$ cat src/rtl/id_ex_ctrl_stage.sv
// id_ex_ctrl_stage
//   Registered decode/control stage of the pipelined RV32I core. It decodes
//   the ID instruction, stalls on load-use hazards using a per-register
//   countdown scoreboard, and issues decoded control into a valid/ready
//   ID/EX register with stall and flush.
//
// Parameters
//   PC_W      width of the PC carried to EX
//   LOAD_LAT  cycles a load's rd stays unavailable after issue (1..7)
//   NREG      architectural register count; used indices >= NREG are illegal
//
// Optional build macro
//   CTRL_MEXT_EN  decode mul/mulh/mulhsu/mulhu (ALU codes 24..27)
//
// Ports
//   cpu_clk, cpu_rst          clock, synchronous active-high reset
//   id_valid/id_inst/id_pc    instruction presented by IF/ID
//   id_ready                  combinational accept (id_valid && id_ready)
//   ex_ready, flush           EX consume / redirect kill
//   ex_valid, ex_*            registered decoded control for EX
module id_ex_ctrl_stage #(
  parameter int unsigned PC_W     = 32,
  parameter int unsigned LOAD_LAT = 1,
  parameter int unsigned NREG     = 32
) (
  input  logic            cpu_clk,
  input  logic            cpu_rst,
  input  logic            id_valid,
  input  logic [31:0]     id_inst,
  input  logic [PC_W-1:0] id_pc,
  output logic            id_ready,
  input  logic            ex_ready,
  input  logic            flush,
  output logic            ex_valid,
  output logic [PC_W-1:0] ex_pc,
  output logic [4:0]      ex_rs1,
  output logic [4:0]      ex_rs2,
  output logic [4:0]      ex_rd,
  output logic [4:0]      ex_alu_ctrl,
  output logic            ex_op_b_sel,
  output logic [2:0]      ex_sext_op,
  output logic [1:0]      ex_pc_sel,
  output logic [1:0]      ex_wb_sel,
  output logic            ex_mem_write,
  output logic [2:0]      ex_mem_size,
  output logic            ex_reg_we,
  output logic            ex_branch,
  output logic            ex_illegal
);

  typedef enum logic [6:0] {
    OP_R      = 7'b0110011,
    OP_I      = 7'b0010011,
    OP_LOAD   = 7'b0000011,
    OP_STORE  = 7'b0100011,
    OP_BRANCH = 7'b1100011,
    OP_LUI    = 7'b0110111,
    OP_AUIPC  = 7'b0010111,
    OP_JAL    = 7'b1101111,
    OP_JALR   = 7'b1100111
  } opcode_e;

  typedef enum logic [4:0] {
    ALU_ADD   = 5'd0,  ALU_SUB  = 5'd1,  ALU_AND  = 5'd2,  ALU_OR   = 5'd3,
    ALU_XOR   = 5'd4,  ALU_SLL  = 5'd5,  ALU_SRL  = 5'd6,  ALU_SRA  = 5'd7,
    ALU_BEQ   = 5'd8,  ALU_BNE  = 5'd9,  ALU_BLT  = 5'd10, ALU_BGE  = 5'd11,
    ALU_BLTU  = 5'd12, ALU_BGEU = 5'd13, ALU_SLT  = 5'd14, ALU_LUI  = 5'd15,
    ALU_SLTU  = 5'd16, ALU_AUIPC = 5'd17
  } alu_e;

  localparam logic [5:0] NREG6 = 6'(NREG);
  localparam logic [2:0] LAT3  = 3'(LOAD_LAT);

  logic [6:0] opc;
  logic [2:0] f3;
  logic [6:0] f7;
  logic [4:0] rs1, rs2, rd;

  assign opc = id_inst[6:0];
  assign rd  = id_inst[11:7];
  assign f3  = id_inst[14:12];
  assign rs1 = id_inst[19:15];
  assign rs2 = id_inst[24:20];
  assign f7  = id_inst[31:25];

  logic       d_illegal, d_opb, d_memw, d_we, d_br;
  logic [4:0] d_alu;
  logic [2:0] d_sext, d_msz;
  logic [1:0] d_pcsel, d_wb;
  logic       use1, use2, used, is_load;

  always_comb begin
    d_illegal = 1'b0;
    d_alu     = ALU_ADD;
    d_opb     = 1'b0;
    d_sext    = 3'd0;
    d_pcsel   = 2'b00;
    d_wb      = 2'b00;
    d_memw    = 1'b0;
    d_msz     = 3'd0;
    d_we      = 1'b0;
    d_br      = 1'b0;
    use1      = 1'b0;
    use2      = 1'b0;
    used      = 1'b0;
    is_load   = 1'b0;
    case (opc)
      OP_R: begin
        use1 = 1'b1; use2 = 1'b1; used = 1'b1; d_opb = 1'b1; d_we = 1'b1;
        case (f7)
          7'b0000000: begin
            case (f3)
              3'd0: d_alu = ALU_ADD;
              3'd1: d_alu = ALU_SLL;
              3'd2: d_alu = ALU_SLT;
              3'd3: d_alu = ALU_SLTU;
              3'd4: d_alu = ALU_XOR;
              3'd5: d_alu = ALU_SRL;
              3'd6: d_alu = ALU_OR;
              default: d_alu = ALU_AND;
            endcase
          end
          7'b0100000: begin
            if (f3 == 3'd0)      d_alu = ALU_SUB;
            else if (f3 == 3'd5) d_alu = ALU_SRA;
            else                 d_illegal = 1'b1;
          end
`ifdef CTRL_MEXT_EN
          7'b0000001: begin
            if (!f3[2]) d_alu = {3'b110, f3[1:0]};
            else        d_illegal = 1'b1;
          end
`endif
          default: d_illegal = 1'b1;
        endcase
      end
      OP_I: begin
        use1 = 1'b1; used = 1'b1; d_sext = 3'd1; d_we = 1'b1;
        case (f3)
          3'd0: d_alu = ALU_ADD;
          3'd2: d_alu = ALU_SLT;
          3'd3: d_alu = ALU_SLTU;
          3'd4: d_alu = ALU_XOR;
          3'd6: d_alu = ALU_OR;
          3'd7: d_alu = ALU_AND;
          3'd1: begin
            d_alu = ALU_SLL;
            if (f7 != 7'b0000000) d_illegal = 1'b1;
          end
          default: begin
            if (f7 == 7'b0000000)      d_alu = ALU_SRL;
            else if (f7 == 7'b0100000) d_alu = ALU_SRA;
            else                       d_illegal = 1'b1;
          end
        endcase
      end
      OP_LOAD: begin
        use1 = 1'b1; used = 1'b1; d_sext = 3'd1; d_wb = 2'b10; d_msz = f3;
        d_we = 1'b1; is_load = 1'b1;
        if (f3 == 3'd3 || f3 == 3'd6 || f3 == 3'd7) d_illegal = 1'b1;
      end
      OP_STORE: begin
        use1 = 1'b1; use2 = 1'b1; d_sext = 3'd2; d_memw = 1'b1; d_msz = f3;
        if (f3 > 3'd2) d_illegal = 1'b1;
      end
      OP_BRANCH: begin
        use1 = 1'b1; use2 = 1'b1; d_opb = 1'b1; d_sext = 3'd3;
        d_pcsel = 2'b11; d_br = 1'b1;
        case (f3)
          3'd0: d_alu = ALU_BEQ;
          3'd1: d_alu = ALU_BNE;
          3'd4: d_alu = ALU_BLT;
          3'd5: d_alu = ALU_BGE;
          3'd6: d_alu = ALU_BLTU;
          3'd7: d_alu = ALU_BGEU;
          default: d_illegal = 1'b1;
        endcase
      end
      OP_LUI: begin
        used = 1'b1; d_we = 1'b1; d_sext = 3'd4; d_alu = ALU_LUI;
      end
      OP_AUIPC: begin
        used = 1'b1; d_we = 1'b1; d_sext = 3'd4; d_alu = ALU_AUIPC;
      end
      OP_JAL: begin
        used = 1'b1; d_we = 1'b1; d_sext = 3'd5; d_pcsel = 2'b01;
        d_wb = 2'b01; d_br = 1'b1;
      end
      OP_JALR: begin
        use1 = 1'b1; used = 1'b1; d_we = 1'b1; d_sext = 3'd1;
        d_pcsel = 2'b10; d_wb = 2'b01; d_br = 1'b1;
        if (f3 != 3'd0) d_illegal = 1'b1;
      end
      default: d_illegal = 1'b1;
    endcase
  end

  logic idx_bad, legal;
  assign idx_bad = (use1 && ({1'b0, rs1} >= NREG6)) ||
                   (use2 && ({1'b0, rs2} >= NREG6)) ||
                   (used && ({1'b0, rd}  >= NREG6));
  assign legal = !d_illegal && !idx_bad;

  // One counter per index; entries at or above NREG are never loaded and
  // stay at zero. Illegal instructions neither hazard nor create entries,
  // which also keeps out-of-range indices away from the array.
  logic [2:0] busy [32];
  logic       hazard, accept, ld_set;

  assign hazard = id_valid && legal &&
                  ((use1 && (rs1 != 5'd0) && (busy[rs1] != 3'd0)) ||
                   (use2 && (rs2 != 5'd0) && (busy[rs2] != 3'd0)));
  assign id_ready = !cpu_rst && !flush && !hazard && (!ex_valid || ex_ready);
  assign accept   = id_valid && id_ready;
  assign ld_set   = accept && legal && is_load && (rd != 5'd0);

  always_ff @(posedge cpu_clk) begin
    for (int unsigned r = 0; r < 32; r++) begin
      if (cpu_rst)
        busy[r[4:0]] <= '0;
      else if (ld_set && (rd == r[4:0]))
        busy[r[4:0]] <= LAT3;
      else if (busy[r[4:0]] != '0)
        busy[r[4:0]] <= busy[r[4:0]] - 3'd1;
    end
  end

  always_ff @(posedge cpu_clk) begin
    if (cpu_rst) begin
      ex_valid     <= 1'b0;
      ex_pc        <= '0;
      ex_rs1       <= '0;
      ex_rs2       <= '0;
      ex_rd        <= '0;
      ex_alu_ctrl  <= '0;
      ex_op_b_sel  <= 1'b0;
      ex_sext_op   <= '0;
      ex_pc_sel    <= '0;
      ex_wb_sel    <= '0;
      ex_mem_write <= 1'b0;
      ex_mem_size  <= '0;
      ex_reg_we    <= 1'b0;
      ex_branch    <= 1'b0;
      ex_illegal   <= 1'b0;
    end else if (flush) begin
      ex_valid <= 1'b0;
    end else if (accept) begin
      ex_valid     <= 1'b1;
      ex_pc        <= id_pc;
      ex_rs1       <= (legal && use1) ? rs1 : '0;
      ex_rs2       <= (legal && use2) ? rs2 : '0;
      ex_rd        <= (legal && used) ? rd  : '0;
      ex_alu_ctrl  <= legal ? d_alu   : '0;
      ex_op_b_sel  <= legal && d_opb;
      ex_sext_op   <= legal ? d_sext  : '0;
      ex_pc_sel    <= legal ? d_pcsel : '0;
      ex_wb_sel    <= legal ? d_wb    : '0;
      ex_mem_write <= legal && d_memw;
      ex_mem_size  <= legal ? d_msz   : '0;
      ex_reg_we    <= legal && d_we && (rd != 5'd0);
      ex_branch    <= legal && d_br;
      ex_illegal   <= !legal;
    end else if (ex_ready) begin
      ex_valid <= 1'b0;
    end
  end

endmodule

$ cat config.mk
export PLATFORM = sky130hd
export DESIGN_NAME = id_ex_ctrl_stage
export DESIGN_NICKNAME = d
export VERILOG_FILES = /design/src/rtl/id_ex_ctrl_stage.sv
export SDC_FILE = /design/constraint.sdc
export NUM_CORES = 1
export LEC_CHECK = 0
export CAP_MARGIN = 20
export CORE_MARGIN = 5
export CORE_UTILIZATION = 43
export DETAILED_ROUTE_END_ITERATION = 12
export GPL_TIMING_DRIVEN = 0
export HOLD_SLACK_MARGIN = 0.05
export MAX_ROUTING_LAYER = met4
export PLACE_DENSITY = 0.71
export SLEW_MARGIN = 40
export SYNTH_ARGS = -nofsm -noshare
export SYNTH_HDL_FRONTEND = slang
export SYNTH_SLANG_ARGS = --single-unit
export TNS_END_PERCENT = 1
$ cat constraint.sdc
create_clock -name cpu_clk -period 11.3 [get_ports cpu_clk]
set_input_delay 3.39 -clock cpu_clk [delete_from_list [all_inputs] [get_ports cpu_clk]]
set_output_delay 3.39 -clock cpu_clk [all_outputs]
set_load 0.01 [all_outputs]
==> summary.md <==
| Metric | Value |
|---|---|
| Mapped Area | 0.0105 mm² |
| Clock-pin slew on the worst setup and hold paths | approximately 0.070 ns |
| VDD IR max | roughly 0.00014 V |
| Total vias in the final route | 9827 |
| Crit path max-delay cell type | buf_1 |
| H-tree levels | 4 |
| Port Buffers | approximately 130 |
| Hold WC Path Type | flop to flop |
| I/O pin cnt | approximately 140 |
| Post-route ant nets | 0 |
| Area grow syn2layout | 22.4% |
| Remaining DRCs | 0 |
| Final hold slack | 0.465 ns |
| Async SR Flop Fraction | 0 |
| Vias per Instance | slightly above 6 |
| Seq/Total Area, Yosys | 0.403 |
| Die H | 166 µm |
| CP max FO | 10 |
| Root buffer cell | clkbuf_16 |
| Worst slack, placed | just under 0.7 ns |
| CTS Buffer Depth | 2 |
| Final cell count without fillers | approximately 1600 |
| Final Hold Viols | 0 |
| Placer Congestion | ~0.99 |
| Post-synth top area share | 0.274 |
| Top delay family on crit path | buffers and inverters |
| Total power | between 0.002 and 0.0025 W |
| Primary FF master, synth | edfxtp_1 |
| Total die area | approximately 0.028 mm² |
| Mapped Avg Cell Area | 9.65 µm² |
| Synth Net Count | about 1200 |
| Cell Pwr Density | ~190 mW/mm² |
| Outcome | finished, final reports clean |
| CTS tree | yes |
| Clock sink count | between 150 and 200 |
| Seq cells post-synth | between 150 and 200 |
| Site Rows | 57 |
| Fmax | 93.3 MHz |
| Critical-path cell list | clkdlybuf4s50_1 > clkbuf_1 > buf_1 > mux2i_1 > o21ai_0 > o2111a_1 > clkbuf_1 > o21ai_0 > and2_1 > clkdlybuf4s50_1 |
| Leakage | about 4.7 nW |
| Clk_lat worst skew | 0.44 ns |
| Post-DP HPWL | about 27 mm |
| Worst-Margin Slew | ~0.85 ns |
| Kind of end point of the critical path | output pin |
| Antenna violations before repair | 0 |
| CP Data Arrival Time | between 7 and 8 ns |
| Synthesized netlist cell count | ~1100 |
| Worst setup margin | between 0.5 and 0.6 ns |
| Routed WL | roughly 36 mm |
| Largest net degree at the start of global routing | 19 |
| Crit path buf inv count | 5 |
| Dpl cells | 1550 |
| Clock Skew | ~0.015 ns |
| Hold-fix buffers at CTS | 0 |
| Tcrit/Tclk final | 0.948 |
| Number of global-route vias before repair | roughly 10000 |
| Net count reported at finish | around 1400 |
| Post-CTS setup buffers | 0 |
| Routed len/inst | 22.5 µm |
| CP Launch Point | id_inst[15] |
| Min Tclk post-route | around 11 ns |
| TritonRoute pass-1 iters | 5 |
| Sum of negative setup slack | 0 ns |
| Area leader, netlist | edfxtp_1 |
| Starting density of the core | 0.434 |
| Synth warnings | 0 |
| Critical Path RT | approximately 8 ns |
| First-pass GRT wire length | 55.0 mm |
| Ant. Diodes | 0 |
| Layout cells sized above 1 | 0.101 |
| Slew headroom | 0.427 |
| CP max stage delay | approximately 0.67 ns |
| R2r startpoint | busy[25][0] |
| Total GRT Usage | 0.258 |
| Setup Viol. Count Final | 0 |
| Post-synth EDFFs | between 90 and 100 |
| CORE AREA | roughly 0.024 mm² |
| Congestion Overflow GR | 0 |
| Max Cap Viol | 0 |
| Slew Viols, Final | 0 |
| WS Path Type | input pin to output pin |
| CTS buffer count | 17 |
| CP Launch Type | input pin |
| DRT iter0 DRCs | 1176 |
| Die span in x | 166 µm |
| Post-CTS resize count | 0 |
| RSZ-0062 raised after global routing | false |
| Count of cell types in the netlist | 72 |
| HP Start | ex_rs1[0] |
| Largest cells by area after synthesis | edfxtp_1, dfxtp_1, ha_1, mux2_2, inv_1 |
layout by cell type, fill, tap and decap left out, drive strengths merged, types with 40 or more instances in the layout:
cell type and count:
clkdlybuf4s50 134, inv 118, edfxtp 96, clkbuf 73, dfxtp 68, ha 65, nand2 58, nor2 53
or3 44, nor3 41, nor2b 40
tightest hold or removal path, stage by stage (launching register included):
cell	delay (ns)
dfxtp_1	0.31
nand2_1	0.05
mux2i_1	0.05
cell usage after synthesis (all sizes together), types with 17 or more instances:
cell type    n
nor4        17
clkbuf      55
buf         28
nor2b       40
a31oi       39
mux2i       23
dfxtp       68
nor3        41
nor4b       22
nand2       58
nor2        53
inv        107
ha          65
o32ai       19
o21ai       20
o211ai      17
nand4       20
or3         44
edfxtp      96
a21oi       27
mux2        36
nand3       33
area by class of cell:
cell class,count,area [µm²]
well taps,324,405
repair buffers,135,1350
fillers,2257,11400
multi-input cells,737,5540
clock buffers,18,450
clock inverters,14,148
plain buffers,83,353
inverters,107,402
flip-flops and latches,164,4240
state kept, by name, summed over array words and instances (netlist names), 2 cells and up:
name and cells:
ex_mem_size 3, ex_sext_op 3, ex_rs1 5, ex_alu_ctrl 5
busy 96, ex_pc 32, ex_rs2 5, ex_rd 5
ex_wb_sel 2, ex_pc_sel 2
cell families (layout without fill, tap and decap cells):
kind of cell	after synthesis	in the layout	synth area share
compound gates	221	221	0.157
xor+xnor	1	1	0.000832
fa+ha+maj	65	65	0.0772
buf+inv	190	357	0.0717
flops	164	164	0.403
mux	73	73	0.0903
simple gates	377	377	0.200
layer usage:
layer  GRT usage  share of wire  vias to the layer above
met2       0.402           0.45                      636
met3      0.0732           0.12                      123
met1       0.320           0.39                     4624
met4      0.0961          0.039                        0
met5           -              0                        -
li1            -              -                     4444
report_power, final:
part	total, W	internal (W)	switching, W
logic	0.000850	0.000390	0.000460
clock network	0.000601	0.000310	0.000291
registers	0.00101	0.000868	0.000140
worst paths after layout:
| path | to | slack, ns | cells after the start |
|---|---|---|---|
| worst min register to register | ex_rs1[0] | 0.47 | 2 |
| worst max-delay path | id_ready | 0.58 | 10 |
| worst max register to register | busy[24][1] | 7.60 | 8 |
| worst min-delay path | ex_rs1[0] | 0.47 | 2 |
per-stage QoR:
step / cell area, µm² / utilization
after detailed placement: 12300 / 0.507
after global routing: 12900 / 0.532
after global placement: 12300 / 0.506
after floorplan: 10500 / -
after CTS: 12900 / 0.531
final: 12900 / 0.532
Power figures use the tool's default switching activity.
